[src/rtl/ex_pipe_reg_gen.sv]
// ex_pipe_reg_gen: EX->MEM pipeline register with a valid/ready handshake.
// A main entry drives out_* and a skid entry absorbs the one extra beat that
// can arrive after back-pressure, which lets in_ready be a plain flop.
// Exception requests are prioritised (index 0 wins) and, when any fires,
// the result fields are killed and the exception code is overridden.
// Optional build macro: EX_PIPE_PERF_CNT_EN adds saturating stall/flush/exc
// performance counters (stall_cnt, flush_cnt, exc_cnt).
module ex_pipe_reg_gen #(
  parameter int ADDR_W   = 30,
  parameter int DATA_W   = 32,
  parameter int DST_W    = 5,
  parameter int MEMOP_W  = 2,
  parameter int CTRLOP_W = 2,
  parameter int EXC_W    = 3,
  parameter int NUM_EXC  = 2
`ifdef EX_PIPE_PERF_CNT_EN
  ,
  parameter int CNT_W    = 16
`endif
) (
  input  logic                     clk,
  input  logic                     rst,
  input  logic                     flush,
  input  logic                     in_valid,
  output logic                     in_ready,
  input  logic [ADDR_W-1:0]        in_pc,
  input  logic                     in_en,
  input  logic                     in_br_flag,
  input  logic [EXC_W-1:0]         in_exp_code,
  input  logic [MEMOP_W-1:0]       in_mem_op,
  input  logic [DATA_W-1:0]        in_mem_wr_data,
  input  logic [CTRLOP_W-1:0]      in_ctrl_op,
  input  logic [DST_W-1:0]         in_dst_addr,
  input  logic                     in_gpr_we_,
  input  logic [DATA_W-1:0]        in_alu_data,
  input  logic [NUM_EXC-1:0]       exc_req,
  input  logic [NUM_EXC*EXC_W-1:0] exc_code,
  output logic                     out_valid,
  input  logic                     out_ready,
  output logic [ADDR_W-1:0]        out_pc,
  output logic                     out_en,
  output logic                     out_br_flag,
  output logic [EXC_W-1:0]         out_exp_code,
  output logic [MEMOP_W-1:0]       out_mem_op,
  output logic [DATA_W-1:0]        out_mem_wr_data,
  output logic [CTRLOP_W-1:0]      out_ctrl_op,
  output logic [DST_W-1:0]         out_dst_addr,
  output logic                     out_gpr_we_,
  output logic [DATA_W-1:0]        out_data
`ifdef EX_PIPE_PERF_CNT_EN
  ,
  output logic [CNT_W-1:0]         stall_cnt,
  output logic [CNT_W-1:0]         flush_cnt,
  output logic [CNT_W-1:0]         exc_cnt
`endif
);

  typedef struct packed {
    logic [ADDR_W-1:0]   pc;
    logic                en;
    logic                br_flag;
    logic [EXC_W-1:0]    exp_code;
    logic [MEMOP_W-1:0]  mem_op;
    logic [DATA_W-1:0]   mem_wr_data;
    logic [CTRLOP_W-1:0] ctrl_op;
    logic [DST_W-1:0]    dst_addr;
    logic                gpr_we_;
    logic [DATA_W-1:0]   data;
  } entry_t;

  entry_t r_main, r_main_next;
  entry_t r_skid, r_skid_next;
  logic   r_main_valid, r_main_valid_next;
  logic   r_skid_valid, r_skid_valid_next;
  logic   r_in_ready, r_in_ready_next;

  entry_t           w_new_entry;
  entry_t           w_rst_entry;
  logic             w_exc_any;
  logic [EXC_W-1:0] w_sel_code;
  logic             w_push;
  logic             w_pop;

  assign w_push = in_valid & r_in_ready;
  assign w_pop  = r_main_valid & out_ready;

  // Idle/flushed contents: everything zero except the active-low write enable.
  always_comb begin
    w_rst_entry         = '0;
    w_rst_entry.gpr_we_ = 1'b1;
  end

  // Priority select: scan high to low so the lowest set index wins.
  always_comb begin
    w_exc_any  = |exc_req;
    w_sel_code = '0;
    for (int i = NUM_EXC - 1; i >= 0; i--) begin
      if (exc_req[i]) begin
        w_sel_code = exc_code[i*EXC_W +: EXC_W];
      end
    end
  end

  // Entry formation: an exception keeps pc/en/br_flag and kills the rest.
  always_comb begin
    w_new_entry.pc          = in_pc;
    w_new_entry.en          = in_en;
    w_new_entry.br_flag     = in_br_flag;
    w_new_entry.exp_code    = in_exp_code;
    w_new_entry.mem_op      = in_mem_op;
    w_new_entry.mem_wr_data = in_mem_wr_data;
    w_new_entry.ctrl_op     = in_ctrl_op;
    w_new_entry.dst_addr    = in_dst_addr;
    w_new_entry.gpr_we_     = in_gpr_we_;
    w_new_entry.data        = in_alu_data;
    if (w_exc_any) begin
      w_new_entry.exp_code    = w_sel_code;
      w_new_entry.mem_op      = '0;
      w_new_entry.mem_wr_data = '0;
      w_new_entry.ctrl_op     = '0;
      w_new_entry.dst_addr    = '0;
      w_new_entry.gpr_we_     = 1'b1;
      w_new_entry.data        = '0;
    end
  end

  // Main/skid next-state; a push only reaches skid when skid is known empty
  // because in_ready mirrors the skid being free.
  always_comb begin
    r_main_next       = r_main;
    r_main_valid_next = r_main_valid;
    r_skid_next       = r_skid;
    r_skid_valid_next = r_skid_valid;
    if (flush) begin
      r_main_next       = w_rst_entry;
      r_main_valid_next = 1'b0;
      r_skid_valid_next = 1'b0;
    end else if (w_pop) begin
      if (r_skid_valid) begin
        r_main_next       = r_skid;
        r_main_valid_next = 1'b1;
        if (w_push) begin
          r_skid_next = w_new_entry;
        end else begin
          r_skid_valid_next = 1'b0;
        end
      end else begin
        if (w_push) begin
          r_main_next = w_new_entry;
        end
        r_main_valid_next = w_push;
      end
    end else if (!r_main_valid) begin
      if (w_push) begin
        r_main_next       = w_new_entry;
        r_main_valid_next = 1'b1;
      end
    end else if (w_push) begin
      r_skid_next       = w_new_entry;
      r_skid_valid_next = 1'b1;
    end
    r_in_ready_next = ~r_skid_valid_next;
  end

  // State registers; reset behaves exactly like a flush.
  always_ff @(posedge clk) begin
    if (rst) begin
      r_main       <= w_rst_entry;
      r_main_valid <= 1'b0;
      r_skid       <= w_rst_entry;
      r_skid_valid <= 1'b0;
      r_in_ready   <= 1'b1;
    end else begin
      r_main       <= r_main_next;
      r_main_valid <= r_main_valid_next;
      r_skid       <= r_skid_next;
      r_skid_valid <= r_skid_valid_next;
      r_in_ready   <= r_in_ready_next;
    end
  end

  assign in_ready        = r_in_ready;
  assign out_valid       = r_main_valid;
  assign out_pc          = r_main.pc;
  assign out_en          = r_main.en;
  assign out_br_flag     = r_main.br_flag;
  assign out_exp_code    = r_main.exp_code;
  assign out_mem_op      = r_main.mem_op;
  assign out_mem_wr_data = r_main.mem_wr_data;
  assign out_ctrl_op     = r_main.ctrl_op;
  assign out_dst_addr    = r_main.dst_addr;
  assign out_gpr_we_     = r_main.gpr_we_;
  assign out_data        = r_main.data;

`ifdef EX_PIPE_PERF_CNT_EN
  logic [CNT_W-1:0] r_stall_cnt;
  logic [CNT_W-1:0] r_flush_cnt;
  logic [CNT_W-1:0] r_exc_cnt;

  // Saturating event counters; an exception push only counts if accepted.
  always_ff @(posedge clk) begin
    if (rst) begin
      r_stall_cnt <= '0;
      r_flush_cnt <= '0;
      r_exc_cnt   <= '0;
    end else begin
      if (r_main_valid && !out_ready && (r_stall_cnt != '1)) begin
        r_stall_cnt <= r_stall_cnt + 1'b1;
      end
      if (flush && (r_main_valid || r_skid_valid) && (r_flush_cnt != '1)) begin
        r_flush_cnt <= r_flush_cnt + 1'b1;
      end
      if (!flush && w_push && w_exc_any && (r_exc_cnt != '1)) begin
        r_exc_cnt <= r_exc_cnt + 1'b1;
      end
    end
  end

  assign stall_cnt = r_stall_cnt;
  assign flush_cnt = r_flush_cnt;
  assign exc_cnt   = r_exc_cnt;
`endif

endmodule

[config.mk]
export PLATFORM = sky130hd
export DESIGN_NAME = ex_pipe_reg_gen
export DESIGN_NICKNAME = d
export VERILOG_FILES = /design/src/rtl/ex_pipe_reg_gen.sv
export SDC_FILE = /design/constraint.sdc
export NUM_CORES = 1
export LEC_CHECK = 0
export ABC_CLOCK_PERIOD_IN_PS = 3110
export CORE_UTILIZATION = 54
export DETAILED_ROUTE_END_ITERATION = 8
export MAX_ROUTING_LAYER = met4
export PLACE_DENSITY = 0.85
export SYNTH_ARGS = -nofsm -noshare
export SYNTH_HDL_FRONTEND = slang
export SYNTH_SLANG_ARGS = --single-unit
[constraint.sdc]
create_clock -name clk -period 3.11 [get_ports clk]
set_input_delay 0.7775 -clock clk [delete_from_list [all_inputs] [get_ports clk]]
set_output_delay 0.7775 -clock clk [all_outputs]
set_load 0.03 [all_outputs]
Yosys cells after proc, flatten, opt, wreduce, memory -nomap -nowiden
Cells that the tools add are included.
{ "classes": {"n_eq_ne": 2, "mux": 20, "n_bitwise": 4, "n_reduce_logical": 4} }
{ "ops": {"columns": ["cell", "n"], "rows": [
  ["109-bit 2-to-1 mux", 8],
  ["77-bit 2-to-1 mux", 1],
  ["1-bit 2-to-1 mux", 9],
  ["3-bit 2-to-1 mux", 2],
  ["2-bit OR reduction", 2],
  ["3-bit AND reduction", 1],
  ["1-bit AND", 2],
  ["2-bit by 1-bit != test with 1-bit output, second input constant", 1],
  ["2-bit != test, second input constant", 1],
  ["1-bit NOT", 2],
  ["2-bit nonzero test", 1]
]} }
{ "totals": {"regBits": 221, "inputBits": 122, "output_inout_bits": 111} }

Depth between registers and ports, before layout
Gate-level depths: netlist (run 1).
{ "logic_depth": {"word_depth": 6, "mapped_depth": 7, "mapped_depth_nobuf": 3} }

Worst setup path after synthesis (run 1)
Ideal clock, no wire load.
{ "synth_path": {"path_type": "input to register", "from": "input port flush", "to": "register r_main (netlist bit out_mem_wr_data[23])", "t_arrival_ps": 2019, "slack_ps": 1031, "cell_stages": 5, "n_path_buf": 2, "cell_sequence": "or2_0 buf_2 nor4_4 buf_6 a221o_1"} }
{ "synth_between": {"elab_chain_len": 1} }
{ "synth_rtl": {"columns": ["item", "line_no", "rtl"], "rows": [
  ["start, declared", "23", "input logic flush,"],
  ["2-bit OR reduction (no source line)", null, null],
  ["end signal, assigned", "168", "r_main <= w_rst_entry;"],
  ["end signal, assigned", "174", "r_main <= r_main_next;"],
  ["end, declared", "71", "entry_t r_main, r_main_next;"]
]} }
No other way between the ends.
A chain may end at the register's enable or synchronous reset.

Worst setup path after layout (run 1)
{ "layout_path": {"from": "input port in_valid", "to": "register r_main (netlist bit out_pc[1])"} }
{ "layout_between": {"elab_chain_len": 4, "word_cells_on_any_way": 5, "classes_between": "mux: 4; bitwise: 1"} }
{ "layout_rtl": {"columns": ["item", "line_no", "rtl"], "rows": [
  ["start, declared", "24", "input logic in_valid,"],
  ["1-bit AND *", "84", "assign w_push = in_valid & r_in_ready;"],
  ["109-bit 2-to-1 mux *", null, null],
  ["109-bit 2-to-1 mux (on tied branches)", null, null],
  ["109-bit 2-to-1 mux *", null, null]
]} }
Mark *: on every way between the ends. The rest lies on a longest branch, timed or not. The select of a mux whose other input is x is not followed.

==> metrics, run 1 <==
EDFF count, synth=0; Max clock buf depth=3; worst-margin pin slew=roughly 1.1 ns; Yosys cell types=40; area of the multi-input gates=around 5300 sq um; CTS tree=built; Seq pwr share=45.8%; # nets final=between 1,000 and 1,500; Seq/Total Area, Yosys=a little over two fifths; Die W=140.9 um; pwr dens=between 400 and 500 nW/um^2; final setup TNS=0 ns; Fin. Hold Viols=0; Worst setup SP type=input pin; P&R area growth vs syn=28.92%; cts bufs inserted=23; syn nets=about 1,300; drt total wl=roughly 33 mm; leading area contributor after synthesis=dfxtp_1; largest net degree at the start of global routing=about 210; Hold EP=out_pc[7]$_SDFFE_PP0P_; clk_skew=around 0.0056 ns; clock slew seen by the registers of the worst setup and hold paths=approximately 0.060 ns; gpl congestion=0.8218; Max Cap Viol=0; H-tree depth=1; f_max=approximately 380 MHz; vias in the first global route=about 10,000; hpwl dp=around 18 mm; sequential standard cell area=4432 sq um; die height=~140 um; RR Endpoint=out_pc[1]$_SDFFE_PP0P_; Min-Delay Path Class=reg -> reg; Final setup viols=0; number of synthesis warnings=0; Slew Limit Fails=0; Yosys top cell area share=a little over two fifths; WHS Path Cells=1; Min Hold Slack=between 0.4 and 0.5 ns; initial antenna violation count=1; Post-synth top flop=dfxtp_1; fin crit share=83.69%; CTS Sinks=between 200 and 250; Cells after Synth=about 1,200; CTS Root Cell=clkbuf_16; NetSw=1606 uW; sw frac=25.41%; vias=10,740; average via count per standard cell=around 6.9; Skew-Pair Late Insertion Delay=about 0.50 ns; DRC violations left=0; R2R Path Start=r_skid_valid$_SDFF_PP0_; gr ovfl total=0; Hold Buf Count CTS=0; Logic pwr share=between 10% and 20%; post-route ant nets=0; Post-CTS Resized=0; initial core utilization=a little under three fifths; drt first pass iters=6; top cells by area, synth=dfxtp_1, o31ai_1, a221o_1; RSZ-0062 raised after global routing=no; layout cell share with drive strength beyond 1=approximately 6%; post-CTS setup buffers=0; WS Path Type=in -> reg; first-pass GRT wire length=52.48 mm; status=finished clean; drt wl/cell=between 20 and 25 um; IO Pins=233; Mapped Area=roughly 10,000 sq um; CP arrival=between 3 and 4 ns; Max-slew headroom=26.02%; flip-flop and latch count after synthesis=roughly 220; Worst Path Required=3.54 ns; leakage power=0.004181 uW; fill cell count=1,443; Setup crit end kind=flop; PortBufs=around 230; Synth Area per Inst=roughly 8.8 sq um; Die ar.=around 20,000 sq um; hold path start=out_pc[7]$_SDFFE_PP0P_; 1st-iter DRT viols=roughly 1,500; critical path peak fanout=84; maximum vdd drop=about 380 uV; total track usage=roughly 33%; crit path time final=2.603 ns; asr flop ratio synth=0%; Worst R2R Path Depth=4; total core area=~19,000 sq um; clock share of power=a little over two fifths; Rows=50; R2R setup slack=0.76 ns; internal power=~4700 uW
[synthesized netlist by cell type, types with 4 or more instances]
cell	count
a221o_1	71
buf_1	20
buf_2	21
clkbuf_1	132
o2bb2ai_1	32
nor3_1	76
dfxtp_1	221
and4_1	32
nand4_1	105
a31oi_1	33
nand3_1	75
o22ai_1	7
buf_6	7
o31ai_1	106
a21boi_0	4
a21oi_1	111
nor3b_1	73
nand2b_1	8
[how the worst max path moves through the flow]
| stage | to | start | cells after the start |
|---|---|---|---|
| final | out_pc[1]$_SDFFE_PP0P_ | in_valid | 5 |
| after global routing | out_pc[2]$_SDFFE_PP0P_ | in_valid | 5 |
| after CTS | in_ready | in_ready$_SDFF_PP1_ | 1 |
| after detailed placement | out_pc[7]$_SDFFE_PP0P_ | in_valid | 5 |
| after global placement | out_pc[17]$_SDFFE_PP0P_ | in_valid | 5 |
| after floorplan | out_mem_wr_data[23]$_SDFFE_PP0P_ | flush | 5 |
[layer usage]
layer | vias to the layer above | global-route usage (%) | wire (um)
met4 | 0 | 10.47 | 853
met5 | - | - | 0
met3 | 72 | 5.435 | 3148
met2 | 630 | 51.43 | 15210
met1 | 5161 | 43.32 | 13310
li1 | 4881 | - | -
[power by group through the flow]
| stage | clock, uW | sequential [uW] | combinational (uW) |
|---|---|---|---|
| global route | 2820 | 2890 | 811 |
| global placement | 0 | 2950 | 751 |
| finish | 2660 | 2890 | 771 |
| floorplan | 0 | 3000 | 360 |
| detailed placement | 0 | 2950 | 754 |
| CTS | 2670 | 2890 | 758 |
[cell families after synthesis]
family	count (synthesis)	share of synthesized area [%]
AOI/OAI and AO/OA	381	26.43
buffers and inverters	182	7.316
DFF	221	42.48
muxes	3	0.3243
and+or+nand+nor	390	23.45
[per-stage QoR]
step,setup WS (ns),area [sq um],total power [uW],util [%],cells
after CTS,0.5321,13420,6321,71.29,1558
after floorplan,1.031,10420,3361,-,1177
final,0.5071,13430,6319,71.30,1559
after global placement,0.1173,12710,3704,67.51,1520
after detailed placement,0.03725,12710,3707,67.51,1520
after global routing,0.3736,13430,6520,71.30,1559
[cell usage in the layout, fill, tap and decap left out, drive strengths merged, types with 7 or more instances in the layout]
| cell type | count |
|---|---|
| nor3 | 76 |
| buf | 34 |
| and4 | 32 |
| nor3b | 73 |
| clkbuf | 34 |
| a21oi | 111 |
| o22ai | 7 |
| dfxtp | 221 |
| a31oi | 33 |
| o31ai | 106 |
| a221o | 71 |
| nand4 | 105 |
| nand3 | 75 |
| nand2b | 8 |
| clkdlybuf4s50 | 229 |
| o2bb2ai | 32 |
[worst max-delay path, stage by stage]
cell and delay [ns]:
clkdlybuf4s50_1 0.44, a22oi_1 0.35, o21a_4 0.91, buf_4 0.40, o2bb2ai_1 0.15
[state kept, by name, indices dropped and copies added, names as in the netlist, 2 cells and up]
register	flops
out_ctrl_op	2
out_dst_addr	5
out_data	32
r_skid	109
out_exp_code	3
out_mem_op	2
out_mem_wr_data	32
out_pc	30
[cell type report]
type | count | area share (%)
inverters | 2 | 0.06523
flip-flops and latches | 221 | 33.01
multi-input cells | 774 | 39.22
well taps | 260 | 2.423
repair buffers | 263 | 19.96
clock inverters | 4 | 0.3355
diodes | 1 | 0.01864
clock buffers | 34 | 4.967
No activity file was read; power rests on OpenSTA's default activity.
==> inputs of run 2 (changes only) <==
==> config.mk (replaced) <==
export PLATFORM = sky130hd
export DESIGN_NAME = ex_pipe_reg_gen
export DESIGN_NICKNAME = d
export VERILOG_FILES = /design/src/rtl/ex_pipe_reg_gen.sv
export SDC_FILE = /design/constraint.sdc
export NUM_CORES = 1
export LEC_CHECK = 0
export ABC_CLOCK_PERIOD_IN_PS = 2400
export CORE_UTILIZATION = 51
export DETAILED_ROUTE_END_ITERATION = 8
export MAX_ROUTING_LAYER = met4
export PLACE_DENSITY = 0.81
export SYNTH_ARGS = -nofsm -noshare
export SYNTH_HDL_FRONTEND = slang
export SYNTH_SLANG_ARGS = --single-unit
==> constraint.sdc (replaced) <==
create_clock -name clk -period 2.4 [get_ports clk]
set_input_delay 0.6 -clock clk [delete_from_list [all_inputs] [get_ports clk]]
set_output_delay 0.6 -clock clk [all_outputs]
set_load 0.03 [all_outputs]
==> run 2 against run 1 <==
Routed wire length rose by 0.76%. Register-to-register slack worse by 0.36 ns. Global-route usage fell by 1.8 points. Clock-buffer cell count down 1. Critical path depth down 4. Setup slack worse by 0.45 ns. Largest cell class unchanged.
==> metrics, run 2 (synthesis gave the netlist of run 1 again) <==
pwr dens=599.0 nW/um^2 (was 470.7 nW/um^2); fill cell count=1,552 (was 1,443); Met3 Routed Length=2.900 mm (was 3.148 mm); layout cell share with drive strength beyond 1=7.663% (was 6.163%); Final setup viols=0 (unchanged); cts bufs inserted=23 (unchanged); vias in the first global route=9,832 (was 9,951); vias=10,660 (was 10,740); CP arrival=1.74 ns (was 3.03 ns); Slew Limit Fails=0 (unchanged); PortBufs=232 (unchanged); CP max-delay cell=clkdlybuf4s50_1 (was o21a_4); Max Cap Viol=0 (unchanged); Total Power=8140 uW (was 6319 uW); most frequent cells in the layout=clkdlybuf4s50_1, dfxtp_1, a21oi_1, o31ai_1, nand4_1 (unchanged); WS Path Type=reg -> out (was in -> reg); P&R area growth vs syn=30.48% (was 28.92%); gpl congestion=0.8107 (was 0.8218); max incr delay on CP=0.73 ns (was 0.91 ns); worst-margin pin slew=1.066 ns (was 1.110 ns); post-route ant nets=0 (unchanged); total track usage=31.02% (was 32.85%); Die ar.=21,000 sq um (was 19,850 sq um); f_max=between 400 and 500 MHz; CTS Sinks=221 (unchanged); R2R Path Start=out_valid$_SDFF_PP0_ (was r_skid_valid$_SDFF_PP0_); fin util=68.92% (was 71.30%); total core area=19,720 sq um (was 18,830 sq um); Fin. Hold Viols=0 (unchanged); M1 WL=14.11 mm (was 13.31 mm); Max clock buf depth=3 (unchanged); met2 WL=15.01 mm (was 15.21 mm); 1st-iter DRT viols=1,437 (was 1,488); Max-slew headroom=28.92% (was 26.02%); average via count per standard cell=6.729 (was 6.892); clock slew seen by the registers of the worst setup and hold paths=0.06 ns (about the same); first-pass GRT wire length=53.36 mm (was 52.48 mm); hold path start=r_skid[32]$_SDFFE_PP1P_ (was out_pc[7]$_SDFFE_PP0P_); crit path time final=2.345 ns; Worst setup SP type=flop (was input pin); status=finished clean (unchanged); initial core utilization=52.82% (was 55.31%); gr ovfl total=0 (unchanged); leakage power=0.004281 uW (was 0.004181 uW); maximum vdd drop=444.3 uV (was 381.8 uV); drt total wl=32.77 mm (was 32.52 mm); fin crit share=97.70%; max layer used=met4 (unchanged); # nets final=1,424 (was 1,407); CTS Root Cell=clkbuf_16 (unchanged); DRC violations left=0 (unchanged); initial antenna violation count=1 (unchanged); Setup crit end kind=primary output (was flop); Post-CTS Resized=0 (unchanged); Skew-Pair Late Insertion Delay=0.50 ns (about the same); crit path cell chain=clkdlybuf4s50_1 (was clkdlybuf4s50_1 > a22oi_1 > o21a_4 > buf_4 > o2bb2ai_1); H-tree depth=1 (unchanged); worst path buffer plus inverter count=1 (was 2); RSZ-0062 raised after global routing=no (unchanged); clk_skew=0.01027 ns (was 0.005593 ns); CP delay by family, top=buffers and inverters (was compound AO/OA/AOI/OAI gates); DP Worst Slack=-0.01262 ns (was 0.03725 ns); hpwl dp=19.06 mm (was 18.09 mm); Worst Path Required=1.80 ns (was 3.54 ns); Final WS setup=0.05531 ns (was 0.5071 ns); CP startpoint=out_valid$_SDFF_PP0_ (was in_valid); die height=144.9 um (was 140.9 um); max reg flops=109 (unchanged); Min-Delay Path Class=reg -> reg (unchanged); critical path peak fanout=25 (was 84); drt wl/cell=20.69 um (was 20.86 um); commonest non-fill, non-tap cell in the layout=clkdlybuf4s50_1 (unchanged); Die W=144.9 um (was 140.9 um); IO Pins=233 (unchanged); Hold Buf Count CTS=0 (unchanged); drt first pass iters=9 (was 6); post-CTS setup buffers=0 (unchanged); largest net degree at the start of global routing=109 (was 208); CTS tree=built (unchanged); final setup TNS=0 ns (unchanged); Biggest register=r_skid (unchanged); Rows=51 (was 50)
==> run 2: per-layer routing <==
layer	vias up	track usage, %
met1	5130	42.93
met2	567	46.88
met5	-	-
met4	0	8.564
met3	65	4.717
li1	4897	-
==> run 2: final timing paths <==
kind	endpoint	slack, ns	cells after the start
min reg2reg	r_skid[32]$_SDFFE_PP1P_	0.45	1
min	r_skid[32]$_SDFFE_PP1P_	0.45	1
max reg2reg	out_mem_wr_data[1]$_SDFFE_PP0P_	0.40	4
max	out_valid	0.06	1
==> run 2: final cells by class <==
type | instances | area [sq um] | share of cell area (%)
timing repair buffer | 280 | 2845 | 20.94
multi-input combinational | 774 | 5266 | 38.75
inverter | 2 | 8.758 | 0.06445
tap | 265 | 331.6 | 2.440
clock inverter | 8 | 40.04 | 0.2946
antenna | 1 | 2.502 | 0.01841
clock buffer | 33 | 663.1 | 4.880
sequential | 221 | 4432 | 32.61
==> run 2: where the power goes <==
part           internal (uW)  switching [uW]
clock network           1920            1450
registers               3710            34.8
logic                    405             621
total                   6030            2110
==> run 2: stage by stage <==
| stage | hold WS, ns | instances | area (sq um) |
|---|---|---|---|
| global placement | 0.4355 | 1542 | 12880 |
| floorplan | 0.4269 | 1177 | 10420 |
| global route | 0.4691 | 1584 | 13590 |
| CTS | 0.4577 | 1583 | 13590 |
| finish | 0.4537 | 1584 | 13590 |
| detailed placement | 0.4430 | 1542 | 12880 |
==> inputs of run 3 (changes only) <==
--- a/config.mk
+++ b/config.mk
@@ -5,11 +5,12 @@
 export SDC_FILE = /design/constraint.sdc
 export NUM_CORES = 1
 export LEC_CHECK = 0
+export ABC_AREA = 1
 export ABC_CLOCK_PERIOD_IN_PS = 2400
-export CORE_UTILIZATION = 51
+export CORE_UTILIZATION = 50
 export DETAILED_ROUTE_END_ITERATION = 8
 export MAX_ROUTING_LAYER = met4
-export PLACE_DENSITY = 0.81
+export PLACE_DENSITY = 0.8
 export SYNTH_ARGS = -nofsm -noshare
 export SYNTH_HDL_FRONTEND = slang
 export SYNTH_SLANG_ARGS = --single-unit
==> run 3 against run 2 <==
Final cell count up 19%. Final area fell by 0.83%. Setup slack improved by 0.13 ns. Global-route usage is 0.85 points lower. Sequential power increased by 3%. Synthesized cell count rose by 22%. Highest routed layer unchanged.
==> metrics, run 3 <==
pwr dens=641.1 nW/um^2 (was 599.0 nW/um^2); Seq/Total Area, Yosys=43.94% (was 42.48%); IO Pins=233 (unchanged); syn nets=1,560 (was 1,299); NetSw=2233 uW (was 2108 uW); M3 GR Usage=4.732% (was 4.717%); die height=143.9 um (was 144.9 um); total track usage=30.16% (was 31.02%); RSZ-0062 raised after global routing=no (unchanged); Setup crit end kind=primary output (unchanged); f_max=451.0 MHz (was 426.5 MHz); CTS tree=built (unchanged); max reg flops=109 (unchanged); total core area=19,590 sq um (was 19,720 sq um); average via count per standard cell=5.674 (was 6.729); layout cell share with drive strength beyond 1=5.244% (was 7.663%); synth cell count leaders=nand2_1, a21oi_1, o21ai_0 (was dfxtp_1, clkbuf_1, a21oi_1); clock share of power=41.3% (was 41.4%); hpwl dp=18.82 mm (was 19.06 mm); met1 GRT Util=38.34% (was 42.93%); PortBufs=232 (unchanged); H-tree depth=1 (unchanged); Die ar.=20,710 sq um (was 21,000 sq um); Logic pwr share=13.9% (was 12.6%); flip-flop and latch count after synthesis=221 (unchanged); Min Hold Slack=0.4898 ns (was 0.4537 ns); Fin. Hold Viols=0 (unchanged); CP arrival=1.62 ns (was 1.74 ns); # nets final=1,725 (was 1,424); drt total wl=30.83 mm (was 32.77 mm); Die W=143.9 um (was 144.9 um); Max-slew headroom=74.27% (was 28.92%); Skew-Pair Late Insertion Delay=0.51 ns (was 0.50 ns); clock slew seen by the registers of the worst setup and hold paths=0.06 ns (about the same); worst-margin pin slew=0.3847 ns (was 1.066 ns); sw frac=25.84% (was 25.90%); Post-CTS Resized=0 (unchanged); number of synthesis warnings=0 (unchanged); asr flop ratio synth=0% (unchanged); Hold Buf Count CTS=0 (unchanged); Max Cap Viol=0 (unchanged); vias=10,710 (was 10,660); met2 usage=48.36% (was 46.88%); Rows=51 (unchanged); Final setup viols=0 (unchanged); fin crit share=92.39% (was 97.70%); drt wl/cell=16.34 um (was 20.69 um); Worst Path Required=1.80 ns (about the same); Total Power=8640 uW (was 8140 uW); CP max-delay cell=clkdlybuf4s50_1 (unchanged); post-route ant nets=0 (unchanged); most common cell in the synthesized netlist=nand2_1 (was dfxtp_1); leading area contributor after synthesis=dfxtp_1 (unchanged); Yosys top cell area share=43.94% (was 42.48%); crit path time final=2.217 ns (was 2.345 ns); gpl congestion=0.8191 (was 0.8107); Synth Area per Inst=7.002 sq um (was 8.849 sq um); top cells by area, synth=dfxtp_1, a21oi_1, o21ai_0 (was dfxtp_1, o31ai_1, a221o_1); largest net degree at the start of global routing=74 (was 109); Seq pwr share=44.8% (was 46.0%); crit path cell chain=clkdlybuf4s50_1 (unchanged); Post-synth top flop=dfxtp_1 (unchanged); post-CTS setup buffers=0 (unchanged); worst path buffer plus inverter count=1 (unchanged); most frequent cells in the layout=nand2_1, a21oi_1, o21ai_0, clkdlybuf4s50_1, dfxtp_1 (was clkdlybuf4s50_1, dfxtp_1, a21oi_1, o31ai_1, nand4_1); Yosys cell types=24 (was 40); Worst setup SP type=flop (unchanged); P&R area growth vs syn=33.85% (was 30.48%); critical path peak fanout=3 (was 25); gr ovfl total=0 (unchanged); max incr delay on CP=0.70 ns (was 0.73 ns); gr busiest metal=met2 (unchanged); Mapped Area=10,070 sq um (was 10,410 sq um); cts bufs inserted=24 (was 23); clk_skew=0.01455 ns (was 0.01027 ns); drt first pass iters=5 (was 9); Slew Limit Fails=0 (unchanged); WS Path Type=reg -> out (unchanged); internal power=6407 uW (was 6032 uW); Biggest register=r_skid (unchanged); CTS Root Cell=clkbuf_16 (unchanged); CP delay by family, top=buffers and inverters (unchanged); EDFF count, synth=0 (unchanged); final setup TNS=0 ns (unchanged); vias in the first global route=10,140 (was 9,832); CTS Sinks=221 (unchanged); commonest non-fill, non-tap cell in the layout=nand2_1 (was clkdlybuf4s50_1); initial core utilization=51.40% (was 52.82%); status=finished clean (unchanged); DRC violations left=0 (unchanged); Min-Delay Path Class=reg -> reg (unchanged); first-pass GRT wire length=49.53 mm (was 53.36 mm); Cells after Synth=1,438 (was 1,177); Max clock buf depth=3 (unchanged); 1st-iter DRT viols=835 (was 1,437); leakage power=0.005370 uW (was 0.004281 uW); initial antenna violation count=0 (was 1); maximum vdd drop=440.2 uV (was 444.3 uV)
==> run 3: cell types whose count changed after synthesis, sizes merged, moves of 53 or more <==
cell | previous run | this run
a21oi | 111 | 238
a221o | 71 | 0
clkbuf | 132 | 63
inv | 2 | 55
nand2 | 2 | 287
nand4 | 105 | 1
nor2 | 2 | 150
nor3 | 76 | 0
nor3b | 73 | 0
o211ai | 3 | 74
o21ai | 4 | 234
o31ai | 106 | 0
==> run 3: layer usage <==
layer,vias to the layer above,wire (um),share of wire [%]
met5,-,0,0
met4,0,832,2.7
met3,65,2465,8.0
met2,461,14470,47
met1,4993,13060,42
li1,5187,-,-
==> run 3: per-stage QoR <==
step,cells,utilization [%],worst slack [ns],instance area [sq um]
6_report,1887,68.79,0.1826,13480
5_1_grt,1886,68.78,0.1522,13470
4_1_cts,1886,68.78,0.1697,13470
3_5_place_dp,1842,64.92,0.1367,12720
3_3_place_gp,1842,64.92,0.1811,12720
2_1_floorplan,1438,-,0.8148,10070
==> run 3: final timing paths <==
kind | from | end | slack (ns) | cells after the start
hold / removal | r_skid[32]$_SDFFE_PP1P_ | r_skid[32]$_SDFFE_PP1P_ | 0.49 | 2
setup reg to reg | out_valid$_SDFF_PP0_ | r_skid[41]$_SDFFE_PP0P_ | 0.80 | 8
hold reg to reg | r_skid[32]$_SDFFE_PP1P_ | r_skid[32]$_SDFFE_PP1P_ | 0.49 | 2
setup / recovery | out_pc[0]$_SDFFE_PP0P_ | out_pc[0] | 0.18 | 1
==> run 3: kinds of logic (layout without fill, tap and decap cells) <==
logic type             count (synthesis)  count (layout)  synth area share (%)
AO/OA/AOI/OAI                        547             547                 29.08
AND/OR/NAND/NOR                      484             484                 18.84
flip-flops                           221             221                 43.94
buffers and inverters                186             369                 8.140
other                                  0               1                     0
==> run 3: layout make-up <==
| cell class | instances | area (sq um) |
|---|---|---|
| antenna | 1 | 2.502 |
| clock buffer | 35 | 683.2 |
| clock inverter | 9 | 72.57 |
| fill | 1697 | 6113 |
| inverter | 56 | 212.7 |
| multi-input combinational | 1031 | 4850 |
| sequential | 221 | 4424 |
| tap | 265 | 331.6 |
| timing repair buffer | 269 | 2900 |
==> run 3: power by group through the flow <==
| stage | sequential (uW) | clock, uW | combinational, uW |
|---|---|---|---|
| after floorplan | 4080 | 0 | 490 |
| after global placement | 3950 | 0 | 1160 |
| after detailed placement | 3950 | 0 | 1190 |
| after CTS | 3870 | 3600 | 1190 |
| after global routing | 3890 | 3760 | 1300 |
| final | 3870 | 3570 | 1200 |
==> run 3: worst register-to-register path: stages (launching register included) <==
cell and delay (ns):
dfxtp_1 0.33, buf_4 0.16, inv_2 0.05, nor2_2 0.16, inv_1 0.09, nor2_4 0.21
buf_12 0.25, o21ai_0 0.15, nor2_1 0.13
